## config.mk

```make
export PLATFORM = sky130hd
export DESIGN_NAME = serial_sub_ctrl
export DESIGN_NICKNAME = d
export VERILOG_FILES = /design/src/rtl/serial_sub_pkg.sv /design/src/rtl/fs_cell.sv /design/src/rtl/serial_sub_ctrl.sv
export SDC_FILE = /design/constraint.sdc
export NUM_CORES = 1
export LEC_CHECK = 0
export ABC_AREA = 1
export CORE_MARGIN = 10
export CORE_UTILIZATION = 55
export CTS_CLUSTER_SIZE = 14
export DETAILED_ROUTE_END_ITERATION = 12
export PLACE_DENSITY = 0.86
export SLEW_MARGIN = 10
export SYNTH_ARGS = -nofsm -noshare
export SYNTH_HDL_FRONTEND = slang
export SYNTH_HIERARCHICAL = 1
export SYNTH_SLANG_ARGS = --single-unit
export TNS_END_PERCENT = 5
```

## constraint.sdc

```tcl
create_clock -name clk -period 1.95 [get_ports clk]
set_input_delay 0.195 -clock clk [delete_from_list [all_inputs] [get_ports clk]]
set_output_delay 0.195 -clock clk [all_outputs]
set_load 0.02 [all_outputs]
```

## src/rtl/serial_sub_pkg.sv

```systemverilog
// Shared types and defaults for the bit-serial subtractor.
package serial_sub_pkg;

  typedef enum logic [1:0] {
    IDLE  = 2'd0,
    SHIFT = 2'd1,
    DONE  = 2'd2
  } state_t;

  localparam int WIDTH_DEFAULT = 8;

endpackage

```

## src/rtl/fs_cell.sv

```systemverilog
// 1-bit full subtractor: two half-subtractor stages, borrows OR-ed.
// Purely combinational; no latency, no backpressure.
module fs_cell (
  input  logic a,
  input  logic b,
  input  logic bin,
  output logic d,
  output logic bo
);

  logic d1;
  logic b1;
  logic b2;

  assign d1 = a ^ b;
  assign b1 = ~a & b;
  assign d  = d1 ^ bin;
  assign b2 = ~d1 & bin;
  assign bo = b1 | b2;

endmodule

```

## src/rtl/serial_sub_ctrl.sv

```systemverilog
// Bit-serial a - b - bin, LSB first, one bit per clock. Optional zero flag: SERIAL_SUB_ZERO_FLAG_EN.
// Latency: done pulses WIDTH+1 cycles after start is sampled; diff/bout valid while done is high.
// No backpressure: start is ignored unless IDLE; upstream holds operands' ownership until done.
module serial_sub_ctrl
  import serial_sub_pkg::*;
#(
  parameter int WIDTH = WIDTH_DEFAULT
) (
  input  logic             clk,
  input  logic             rst,
  input  logic             start,
  input  logic [WIDTH-1:0] a,
  input  logic [WIDTH-1:0] b,
  input  logic             bin,
  output logic             busy,
  output logic             done,
  output logic [WIDTH-1:0] diff,
  output logic             bout
`ifdef SERIAL_SUB_ZERO_FLAG_EN
  ,
  output logic             zero
`endif
);

  localparam int CNT_W = $clog2(WIDTH);
  localparam logic [CNT_W-1:0] LAST = CNT_W'(WIDTH - 1);

  state_t state;
  state_t state_nxt;

  logic [WIDTH-1:0] a_sh;
  logic [WIDTH-1:0] b_sh;
  logic [WIDTH-1:0] d_sh;
  logic [WIDTH-1:0] d_fin;
  logic             brw;
  logic [CNT_W-1:0] cnt;
  logic             cell_d;
  logic             cell_bo;

  fs_cell u_cell (
    .a   (a_sh[0]),
    .b   (b_sh[0]),
    .bin (brw),
    .d   (cell_d),
    .bo  (cell_bo)
  );

  assign d_fin = {cell_d, d_sh[WIDTH-1:1]};

  always_ff @(posedge clk or posedge rst) begin
    if (rst) state <= IDLE;
    else     state <= state_nxt;
  end

  always_comb begin
    state_nxt = state;
    busy      = 1'b0;
    done      = 1'b0;
    case (state)
      IDLE:  if (start) state_nxt = SHIFT;
      SHIFT: begin
        busy = 1'b1;
        if (cnt == LAST) state_nxt = DONE;
      end
      DONE: begin
        done      = 1'b1;
        state_nxt = IDLE;
      end
      default: state_nxt = IDLE;
    endcase
  end

  // Result registers load from the final cell output as SHIFT exits, so they
  // already hold the answer during the DONE cycle when done is asserted.
  always_ff @(posedge clk or posedge rst) begin
    if (rst) begin
      a_sh <= '0;
      b_sh <= '0;
      d_sh <= '0;
      brw  <= 1'b0;
      cnt  <= '0;
      diff <= '0;
      bout <= 1'b0;
`ifdef SERIAL_SUB_ZERO_FLAG_EN
      zero <= 1'b0;
`endif
    end else begin
      case (state)
        IDLE: begin
          if (start) begin
            a_sh <= a;
            b_sh <= b;
            brw  <= bin;
            cnt  <= '0;
          end
        end
        SHIFT: begin
          a_sh <= a_sh >> 1;
          b_sh <= b_sh >> 1;
          d_sh <= d_fin;
          brw  <= cell_bo;
          cnt  <= cnt + CNT_W'(1);
          if (cnt == LAST) begin
            diff <= d_fin;
            bout <= cell_bo;
`ifdef SERIAL_SUB_ZERO_FLAG_EN
            zero <= (d_fin == '0);
`endif
          end
        end
        default: ;
      endcase
    end
  end

endmodule

```

# Yosys cells after proc, flatten, opt, wreduce, memory -nomap -nowiden
# Cells that the tools add are included.
dict set report op_classes {
  eq_ne 5
  reduce_logical 5
  n_mux 13
  add_sub_neg 1
  bitwise 7
}
# cell count
set ops {}
lappend ops {{$pmux W8 S2} 2}
lappend ops {{$mux W8} 2}
lappend ops {{$pmux W3 S2} 1}
lappend ops {{$reduce_and A2 Y1} 3}
lappend ops {{$mux W2} 2}
lappend ops {{$ne A2 B2 Y1 const B} 2}
lappend ops {{$pmux W2 S2} 1}
lappend ops {{$add A3 B1 Y3 const B} 1}
lappend ops {{$eq A3 B3 Y1 const B} 1}
lappend ops {{$mux W1} 3}
lappend ops {{$mux W3} 1}
lappend ops {{$and A1 B1 Y1} 2}
lappend ops {{$eq A2 B1 Y1 const B} 1}
lappend ops {{$eq A2 B2 Y1 const B} 1}
lappend ops {{$logic_not A2 Y1} 1}
lappend ops {{$not A1 Y1} 2}
lappend ops {{$pmux W1 S2} 1}
lappend ops {{$reduce_bool A2 Y1} 1}
lappend ops {{$xor A1 B1 Y1} 2}
lappend ops {{$or A1 B1 Y1} 1}
dict set report totals {
  output_inout_bits 11
  input_bits 20
  regBits 39
  elab_cells 39
}

# Logic depth before layout (Yosys ltp)
# Gate-level depths: netlist of the first run.
dict set report depth {
  word_depth 5
  depth_mapped 7
  mapped_depth_nobuf 7
}

# Modules after synthesis
# Netlist of the first run, hierarchy kept.
# mod area_per_inst_um2 instances cells_each
set by_module_without_submodules {}
lappend by_module_without_submodules {serial_sub_ctrl 1833.0 1 222}
lappend by_module_without_submodules {fs_cell 31.3 1 4}

# Worst setup path after synthesis of the first run
# Ideal clock, no wire load.
dict set report synth_path {
  path_kind {register to register}
  startpoint {register cnt[0]}
  endpoint {register diff[1]}
  synth_period_minus_slack_ns 1.240
  slack_ns 0.710
  path_stages_with_launch 7
  arrival_ns 1.166
  required_time_ns 1.876
  path_cell_list {dfrtp_1 -> ha_1 -> ha_1 -> nand2_4 -> buf_6 -> nand2_1 -> o21ai_2}
}
dict set report synth_via {
  elab_chain_cells 2
}
# element line
set synth_rtl {}
lappend synth_rtl {{start: declaration} serial_sub_ctrl.sv:36} ;# logic [CNT_W-1:0] cnt;
lappend synth_rtl {{start signal: assignment} serial_sub_ctrl.sv:102} ;# cnt <= cnt + CNT_W'(1);
lappend synth_rtl {{$eq A3 B3 Y1} serial_sub_ctrl.sv:103} ;# if (cnt == LAST) begin
lappend synth_rtl {{$reduce_and A2 Y1 (no source line)} -}
lappend synth_rtl {{end signal: assignment} serial_sub_ctrl.sv:104} ;# diff <= d_fin;
lappend synth_rtl {{end: declaration} serial_sub_ctrl.sv:17} ;# output logic [WIDTH-1:0] diff,
# Every way passes these cells.
# A chain may end at the register's enable or synchronous reset.

# Worst setup path after layout of the first run
dict set report layout_path {
  startpoint {register state[0]}
  endpoint {output done}
}
dict set report layout_via {
  elab_chain_cells 2
}
# element line
set layout_rtl {}
lappend layout_rtl {{start: declaration} serial_sub_ctrl.sv:28} ;# state_t state;
lappend layout_rtl {{start signal: assignment} serial_sub_ctrl.sv:52} ;# else state <= state_nxt;
lappend layout_rtl {{$eq A2 B2 Y1} serial_sub_ctrl.sv:59} ;# case (state)
lappend layout_rtl {{$mux W1} serial_sub_ctrl.sv:59}
lappend layout_rtl {{end: declaration} serial_sub_ctrl.sv:16} ;# output logic done,
# Every way passes these cells.

==> results of run 1 <==
==> worst max-delay path by stage <==
stage,cells past startpoint,end,slack [ps]
finish,2,done,180
global route,2,done,110
CTS,3,busy,7
detailed placement,6,b_sh[0]$_DFFE_PP0P_,430
global placement,3,busy,460
floorplan,6,diff[1]$_DFFE_PP0P_,710
==> report_power, final <==
group | internal [mW] | switching (mW)
Combinational | 0.670 | 0.975
Clock | 0.269 | 0.274
Sequential | 1.16 | 0.220
Total | 2.10 | 1.47
==> sequential cells by signal, summed over array words and instances (netlist names) <==
name and cells:
brw 1, b_sh 8, cnt 3, d_sh 7
state 2, diff 8, bout 1, a_sh 8
==> worst register-to-register path: stages (launching register included) <==
cell and delay [ps]:
dfrtp_1 430, inv_1 90, buf_4 230, nand2_1 220, nand2_2 310, nand3_1 120
nand2_1 90
==> cells in the mapped netlist, drive strengths merged <==
cell    count  area, µm²
a21oi       1      8.760
buf         9      76.32
clkbuf      1      3.750
dfrtp      38      950.9
fa          1      20.02
ha          2      25.02
inv        46      175.2
nand2      75      294.0
nand3      31      155.2
nor2        3      18.77
o21ai      19      136.4
==> layer usage <==
layer | wire (µm) | share of wire, % | global-route usage, % | up-vias
met2 | 1921 | 50 | 22.45 | 34
met5 | 0 | 0 | 0 | -
met3 | 227 | 5.9 | 5.353 | 8
met1 | 1617 | 42 | 16.28 | 683
li1 | - | - | - | 740
met4 | 74 | 1.9 | 5.376 | 0
==> area by class of cell <==
type / instances / area (µm²) / share of cell area [%]
inverters: 46 / 175.2 / 7.731
flip-flops and latches: 38 / 952.2 / 42.02
clock inverters: 3 / 45.04 / 1.988
multi-input cells: 132 / 658.1 / 29.04
well taps: 46 / 57.56 / 2.540
clock buffers: 5 / 37.54 / 1.657
repair buffers: 35 / 340.3 / 15.02
==> metrics by stage <==
stage	utilization [%]	setup slack, ps	cells	area [µm²]	hold WS [ps]
2_1_floorplan	-	709.9	226	1864	336.6
3_3_place_gp	65.84	458.8	297	2180	459.6
6_report	68.44	184.9	305	2266	234.3
3_5_place_dp	65.84	428.7	297	2180	465.2
4_1_cts	68.33	6.583	305	2262	234.6
5_1_grt	68.44	106.2	305	2266	275.8
==> cells in the final DEF, fill, tap and decap left out, drive strengths merged <==
cell type / count
a21oi: 1
dfrtp: 38
buf: 5
clkbuf: 5
o21ai: 19
inv: 46
clkdlybuf4s50: 29
nor2: 3
nand2: 75
nand3: 31
ha: 2
bufinv: 1
fa: 1
clkinvlp: 2
dlymetal6s2s: 1
==> kinds of logic (layout without fill, tap and decap cells) <==
logic type / after synthesis / in the layout / synth area share [%]
and+or+nand+nor: 109 / 109 / 25.10
buffers and inverters: 56 / 89 / 13.69
DFF: 38 / 38 / 51.01
AOI/OAI and AO/OA: 20 / 20 / 7.786
adders and majority gates: 3 / 3 / 2.416
==> repair_timing <==
item | in CTS | in global routing
resized for setup | 0 | 2
setup buffers | 0 | 0
endpoints found under the setup margin | 0 | 1
==> impl_results.md, run 1 <==
* CTS tree: built
* Min cycle time layout at 1765 ps
* Cell with the largest stage delay on the worst path: clkdlybuf4s50_1
* Layout Area Growth over Synthesis at 21.54%
* Core area at 0.003311 mm²
* Synth Cell Area at 0.001864 mm²
* Initial Util at 56.31%
* Setup Crit Path Kind: flip-flop to output port
* DR WL/cell at 12.59 µm
* Post-detail-place hpwl at 2828 µm
* CP delay by family, top: buffers and inverters
* Startpoint Class: flip-flop
* Via density at 4.803
* Max Fclk at 0.5665 GHz
* Vias in the first global route at 1544
* Post-route ant nets at 0
* Post-Route WL at 3840 µm
* Gpl congestion at 0.7783
* Worst-path cell chain: nor2_1 > clkdlybuf4s50_1
* R2R Setup Slk at 400 ps
* Layout cells sized above 1 at 11.20%
* Antenna cell count at 0
* CP Capture Type: output port
* Die H at 78.22 µm
* DRC at 0
* Setup TNS at 0 ps
* Pwr dens at 1575 mW/mm²
* Htree depth at 2
* Worst Skew at 9.322 ps
* Avg Cell Area, Syn at 8.249 µm²
* Final critical-path share of the clock period at 90.52%
* Worst r2r path cells at 6
* Unique cell type count in the Yosys netlist at 18
* Slew Limit Fails at 0
* RSZ-0062 raised after global routing: false
* Clk slew on worst S/H paths at 120 ps
* Vias post-DR at 1465
* Reg2reg end: brw$_DFFE_PP0P_
* Total gr overflow at 0
* Initial antenna violation count at 0
* Worst VDD drop at 926.4 µV
* Final Power at 3.568 mW
* CP arrival at 1570 ps
* CP required at 1750 ps
* CTS buffer count at 5
* Worst Hold Class: primary input to asynchronous set/reset pin
* Hold bufs inserted after CTS at 0
* Worst-margin pin slew at 492.8 ps
* Synth Register Bits at 38
* Number of DRC markers in iteration 0 at 134
* I/O pin total at 31
* Clk Latency, worst-skew pair at 350 ps
* Total Routing Usage GR at 13.88%
* Final Hold Vio Count at 0
* Leakage at 1.212 nW
* Max-cap viol count at 0
* First-pass GRT wire length at 7003 µm
* Status: finished clean
* Max incr delay on CP at 610 ps
* CTS Sinks at 38
* Critical path origin: state[0]$_DFFE_PP0P_
* R2r startpoint: state[1]$_DFFE_PP0P_
* Die Span X at 78.22 µm
* Layout net count at 281
* Max-slew headroom at 67.02%
* Largest net degree at the start of global routing at 39
* Yosys warns at 6
* Syn Nets at 249
* Pre-antenna DRT Iters at 4
* Crit-path max FO at 7
* # setup viols final at 0
* Post-Synthesis Cells at 226
* Max clock buf depth at 2
* CP Buf/Inv Count at 1
* Number of filler cells placed in the layout at 278
* Core Rows at 21
* Die Area at 0.006118 mm²
* PortBufs at 30
* Post-synthesis sequential area ratio at 51.01%
* Clock root buffer: clkbuf_4
Power figures use the tool's default switching activity.
==> run 2: changes to the inputs <==
--- a/config.mk
+++ b/config.mk
@@ -7,10 +7,11 @@
 export LEC_CHECK = 0
 export ABC_AREA = 1
 export CORE_MARGIN = 10
-export CORE_UTILIZATION = 55
-export CTS_CLUSTER_SIZE = 14
+export CORE_UTILIZATION = 47
+export CTS_CLUSTER_SIZE = 8
 export DETAILED_ROUTE_END_ITERATION = 12
-export PLACE_DENSITY = 0.86
+export MAX_ROUTING_LAYER = met4
+export PLACE_DENSITY = 0.79
 export SLEW_MARGIN = 10
 export SYNTH_ARGS = -nofsm -noshare
 export SYNTH_HDL_FRONTEND = slang
==> constraint.sdc (replaced) <==
create_clock -name clk -period 1.5 [get_ports clk]
set_input_delay 0.15 -clock clk [delete_from_list [all_inputs] [get_ports clk]]
set_output_delay 0.15 -clock clk [all_outputs]
set_load 0.02 [all_outputs]
==> run 2 against run 1 <==
Power increased by 35%. Sequential share of layout area is 1.5 points lower. Flip-flop and latch count stayed put. Cell count up 2.0%. Via count did not move. Critical path depth decreased by 1. Non-clock buffer count rose by 4. Register-to-register slack lost 280 ps. Global-route usage down 2.2 points. Count of clock-buffer cells in the layout is 1 higher. Largest cell class unchanged.
==> impl_results.md, run 2 (synthesis results as in run 1) <==
* Biggest regs: a_sh: 8 flops, b_sh: 8 flops, diff: 8 flops
* Core area at 0.003744 mm²
* CP delay by family, top: buffers and inverters
* Pre-antenna DRT Iters at 4
* Total gr overflow at 0
* Max Fclk at 0.7048 GHz
* Total Routing Usage GR at 11.68%
* R2r startpoint: cnt[0]$_DFFE_PP0P_
* Vias post-DR at 1465
* CTS tree: built
* Layout Area Growth over Synthesis at 26.04%
* Worst VDD drop at 1330 µV
* Clk Latency, worst-skew pair at 290 ps
* Clock root buffer: clkbuf_8
* Antenna cell count at 0
* Number of DRC markers in iteration 0 at 129
* Htree depth at 2
* Startpoint Class: flip-flop
* Most common cell after layout, fill and taps aside: nand2_1
* Status: finished clean
* Die H at 82.98 µm
* Reg2reg end: diff[0]$_DFFE_PP0P_
* Layout net count at 285
* Gpl congestion at 0.7684
* Crit-path max FO at 2
* Setup TNS at 0 ps
* Worst r2r path cells at 6
* Layout cells sized above 1 at 12.55%
* Die Area at 0.006886 mm²
* Max clock buf depth at 2
* Clk slew on worst S/H paths at 80 ps
* # setup viols final at 0
* Final critical-path share of the clock period at 94.59%
* Post-detail-place hpwl at 2778 µm
* CP Capture Type: output port
* Fin Hold WS at 212.8 ps
* Die Span X at 82.98 µm
* Post-CTS setup buffer count at 0
* Final Hold Vio Count at 0
* Pwr dens at 2057 mW/mm²
* Final Non-Filler Cells at 311
* Via density at 4.711
* DR WL/cell at 12.33 µm
* Dpl cells at 303
* Setup Crit Path Kind: flip-flop to output port
* Worst-margin pin slew at 357.3 ps
* Vias in the first global route at 1464
* CTS Sinks at 38
* PortBufs at 30
* Slew Limit Fails at 0
* Initial antenna violation count at 0
* Core Rows at 22
* CTS buffer count at 5
* Leakage at 1.253 nW
* R2R Setup Slk at 120 ps
* First-pass GRT wire length at 6713 µm
* Max incr delay on CP at 610 ps
* Critical path origin: diff[7]$_DFFE_PP0P_
* DP Area at 0.002250 mm²
* Max-slew headroom at 76.12%
* Cell with the largest stage delay on the worst path: clkdlybuf4s50_1
* Post-route ant nets at 0
* Worst Skew at 6.993 ps
* Post-route cell area at 0.002350 mm²
* CP required at 1350 ps
* RSZ-0062 raised after global routing: false
* DRC at 0
* Post-Route WL at 3836 µm
* Worst-path cell chain: clkdlybuf4s50_1
* CP arrival at 1270 ps
* Hold bufs inserted after CTS at 0
* Most frequent cells in the layout: nand2_1, inv_1, dfrtp_1, nand3_1, clkdlybuf4s50_1
* Number of filler cells placed in the layout at 349
* CP Buf/Inv Count at 1
* Largest net degree at the start of global routing at 39
* Initial Util at 49.80%
* I/O pin total at 31
* Max-cap viol count at 0
* Worst Hold Class: primary input to asynchronous set/reset pin
* Min cycle time layout at 1419 ps
[run 2: stage by stage]
stage | util, % | power, mW | worst slack [ps]
after detailed placement | 60.09 | 4.135 | 94.81
after floorplan | - | 3.351 | 259.9
final | 62.77 | 4.832 | 81.17
after global placement | 60.09 | 4.026 | 95.21
after CTS | 62.60 | 4.882 | 52.79
after global routing | 62.77 | 5.249 | 7.574
[run 2: area by class of cell]
| class | count | area (µm²) | area share, % |
|---|---|---|---|
| clock buffers | 6 | 82.58 | 3.514 |
| well taps | 48 | 60.06 | 2.556 |
| multi-input cells | 132 | 663.1 | 28.22 |
| clock inverters | 2 | 12.51 | 0.5325 |
| flip-flops and latches | 38 | 952.2 | 40.52 |
| inverters | 46 | 175.2 | 7.455 |
| repair buffers | 39 | 404.1 | 17.20 |
[run 2: how the worst max path moves through the flow]
stage	end	cells after the start
2_1_floorplan	diff[1]$_DFFE_PP0P_	6
3_3_place_gp	done	2
3_5_place_dp	done	2
4_1_cts	diff[7]	1
5_1_grt	diff[0]$_DFFE_PP0P_	6
6_report	diff[7]	1
[run 2: worst min-delay path: cells and delay by family]
family	cells	cell delay, ps
buffers and inverters	3	720
[run 2: timing repair]
item | in CTS | in global routing
endpoints found under the setup margin | 2 | 3
gates resized for setup | 3 | 2
pin swaps | 0 | 0
[run 2: power breakdown]
part / switching [mW] / internal [mW]
combinational: 1.32 / 0.987
clock: 0.367 / 0.369
sequential: 0.280 / 1.51
[run 2: metal layers]
metal | part of all wire, % | GRT usage (%)
met4 | 1.6 | 4.462
met1 | 46 | 13.81
met2 | 49 | 18.78
met3 | 3.6 | 2.734
met5 | 0 | -
==> run 3: changes to the inputs <==
--- a/config.mk
+++ b/config.mk
@@ -6,13 +6,12 @@
 export NUM_CORES = 1
 export LEC_CHECK = 0
 export ABC_AREA = 1
-export CORE_MARGIN = 10
-export CORE_UTILIZATION = 47
+export CORE_MARGIN = 2
+export CORE_UTILIZATION = 52
 export CTS_CLUSTER_SIZE = 8
 export DETAILED_ROUTE_END_ITERATION = 12
 export MAX_ROUTING_LAYER = met4
-export PLACE_DENSITY = 0.79
-export SLEW_MARGIN = 10
+export PLACE_DENSITY = 0.82
 export SYNTH_ARGS = -nofsm -noshare
 export SYNTH_HDL_FRONTEND = slang
 export SYNTH_HIERARCHICAL = 1
==> constraint.sdc (replaced) <==
create_clock -name clk -period 1.38 [get_ports clk]
set_input_delay 0.138 -clock clk [delete_from_list [all_inputs] [get_ports clk]]
set_output_delay 0.138 -clock clk [all_outputs]
set_load 0.02 [all_outputs]
==> run 3 against run 2 <==
Via count up 1.6%. Sequential power up 9%. Count of clock-buffer cells in the layout decreased by 1. Sequential share of layout area rose by 0.64 points. Register-to-register slack lost 50 ps. Worst setup slack worse by 14 ps. Combinational power is 4% higher. First-iteration DRC count down 7.8%. Cell count unchanged. Non-clock buffer count grew 1. Clock power rose by 2.9%. Flip-flop and latch count unchanged. Largest power group unchanged.
==> impl_results.md, run 3 (synthesis results as in run 1) <==
* Cell with the largest stage delay on the worst path: dfrtp_1
* Largest net degree at the start of global routing at 39
* Layout net count at 287
* Reg2reg end: d_sh[1]$_DFFE_PP0P_
* R2R Setup Slk at 70 ps
* Max incr delay on CP at 420 ps
* CTS Sinks at 38
* Max Fclk at 0.7616 GHz
* Final setup margin at 66.98 ps
* Gpl congestion at 0.8046
* I/O pin total at 31
* Vias in the first global route at 1441
* CTS tree: built
* Clk Latency, worst-skew pair at 350 ps
* Pre-antenna DRT Iters at 4
* Antenna cell count at 0
* Htree depth at 2
* Vias post-DR at 1489
* Core Util, Final at 68.25%
* Crit path to: d_sh[1]$_DFFE_PP0P_
* Fin Hold WS at 118.0 ps
* Number of DRC markers in iteration 0 at 119
* CP most frequent cell: buf_4
* # setup viols final at 0
* Setup Crit Path Kind: flip-flop to flip-flop
* Die Area at 0.004080 mm²
* Layout Area Growth over Synthesis at 24.09%
* Post-Route WL at 3657 µm
* Clk slew on worst S/H paths at 120 ps
* Worst Hold Class: primary input to asynchronous set/reset pin
* Startpoint Class: flip-flop
* Most common cell after layout, fill and taps aside: nand2_1
* CP Capture Type: flip-flop
* Pwr dens at 2207 mW/mm²
* Die Span X at 63.88 µm
* Slew Limit Fails at 0
* Critical path origin: state[1]$_DFFE_PP0P_
* Setup WS pre-CTS at 8.533 ps
* Clock root buffer: clkbuf_4
* Worst-margin pin slew at 246.6 ps
* Layout cells sized above 1 at 14.34%
* RSZ-0062 raised after global routing: false
* DRC at 0
* CTS buffer count at 5
* CP arrival at 1570 ps
* Initial Util at 55.00%
* Most frequent cells in the layout: nand2_1, inv_1, dfrtp_1, nand3_1, clkdlybuf4s50_1
* Post-route ant nets at 0
* R2r startpoint: state[1]$_DFFE_PP0P_
* Max-slew headroom at 83.56%
* Core Rows at 21
* Status: finished clean
* Final critical-path share of the clock period at 95.15%
* Via density at 4.788
* Leakage at 1.288 nW
* Post-detail-place hpwl at 2437 µm
* First-pass GRT wire length at 6417 µm
* Total gr overflow at 0
* Initial antenna violation count at 0
* Biggest regs: a_sh: 8 flops, b_sh: 8 flops, diff: 8 flops
* Max clock buf depth at 2
* DR WL/cell at 11.76 µm
* Worst-path cell chain: inv_1 > buf_4 > nand2_2 > buf_4 > o21ai_0
* Post-CTS setup buffer count at 0
* Core area at 0.003390 mm²
* Setup TNS at 0 ps
* Final Hold Vio Count at 0
* Max-cap viol count at 0
* Worst Skew at 15.16 ps
* PortBufs at 30
* Hold bufs inserted after CTS at 0
* Die H at 63.88 µm
* Crit-path max FO at 12
* Total Routing Usage GR at 21.13%
* Min cycle time layout at 1313 ps
* Worst VDD drop at 1201 µV
* Worst r2r path cells at 5
* CP required at 1630 ps
==> run 3: cell count changes in the layout (fill, tap and decap cells not counted), sizes merged <==
| cell | before | now |
|---|---|---|
| buf | 9 | 12 |
| bufinv | 0 | 1 |
| clkbuf | 6 | 5 |
| clkdlybuf4s15 | 1 | 0 |
| clkdlybuf4s50 | 28 | 19 |
| clkinv | 1 | 2 |
| clkinvlp | 1 | 0 |
| dlygate4sd2 | 1 | 9 |
| nand2 | 75 | 76 |
==> run 3: layout make-up <==
class,count,area [µm²]
clock buffer,5,37.54
clock inverter,3,40.04
fill,268,1076
inverter,46,175.2
multi-input combinational,133,676.9
sequential,38,952.2
tap,46,57.56
timing repair buffer,40,374.1
==> run 3: how the worst min path moves through the flow <==
stage / start / to / slack [ps] / cells past startpoint
3_3_place_gp: d_sh[1]$_DFFE_PP0P_ / diff[0]$_DFFE_PP0P_ / 460 / 2
6_report: rst / diff[3]$_DFFE_PP0P_ / 120 / 3
5_1_grt: rst / diff[0]$_DFFE_PP0P_ / 120 / 3
3_5_place_dp: d_sh[1]$_DFFE_PP0P_ / diff[0]$_DFFE_PP0P_ / 460 / 2
2_1_floorplan: a[7] / a_sh[7]$_DFFE_PP0P_ / 280 / 2
4_1_cts: rst / b_sh[0]$_DFFE_PP0P_ / 120 / 3
==> run 3: report_power, final <==
| group | leakage (nW) | internal, mW | total (mW) | switching, mW |
|---|---|---|---|---|
| Sequential | 0.470 | 1.64 | 1.95 | 0.307 |
| Clock | 0.0450 | 0.375 | 0.757 | 0.382 |
| Combinational | 0.773 | 0.963 | 2.40 | 1.44 |
==> run 3: repair_timing <==
item | in CTS | in global routing
gates resized for setup | 18 | 7
gates cloned | 0 | 1
setup endpoints to repair | 12 | 24
pin swaps | 0 | 1
==> run 3: critical path: cells and delay by family, from the launching register on <==
family | cells | cell delay [ps]
buffers and inverters | 3 | 480
flip-flops | 1 | 420
AO/OA/AOI/OAI | 1 | 200
AND/OR/NAND/NOR | 1 | 120
==> run 3: layer usage <==
layer | GRT usage (%) | share of wire [%]
met4 | 10.05 | 2.5
met5 | - | 0
met2 | 30.99 | 46
met1 | 28.52 | 47
met3 | 3.873 | 4.6
==> run 3: through the flow <==
step | total power [mW] | instances | area, µm²
5_1_grt | 5.593 | 311 | 2313
3_5_place_dp | 4.396 | 302 | 2230
2_1_floorplan | 3.642 | 226 | 1864
3_3_place_gp | 4.305 | 302 | 2230
4_1_cts | 5.081 | 310 | 2297
6_report | 5.107 | 311 | 2313
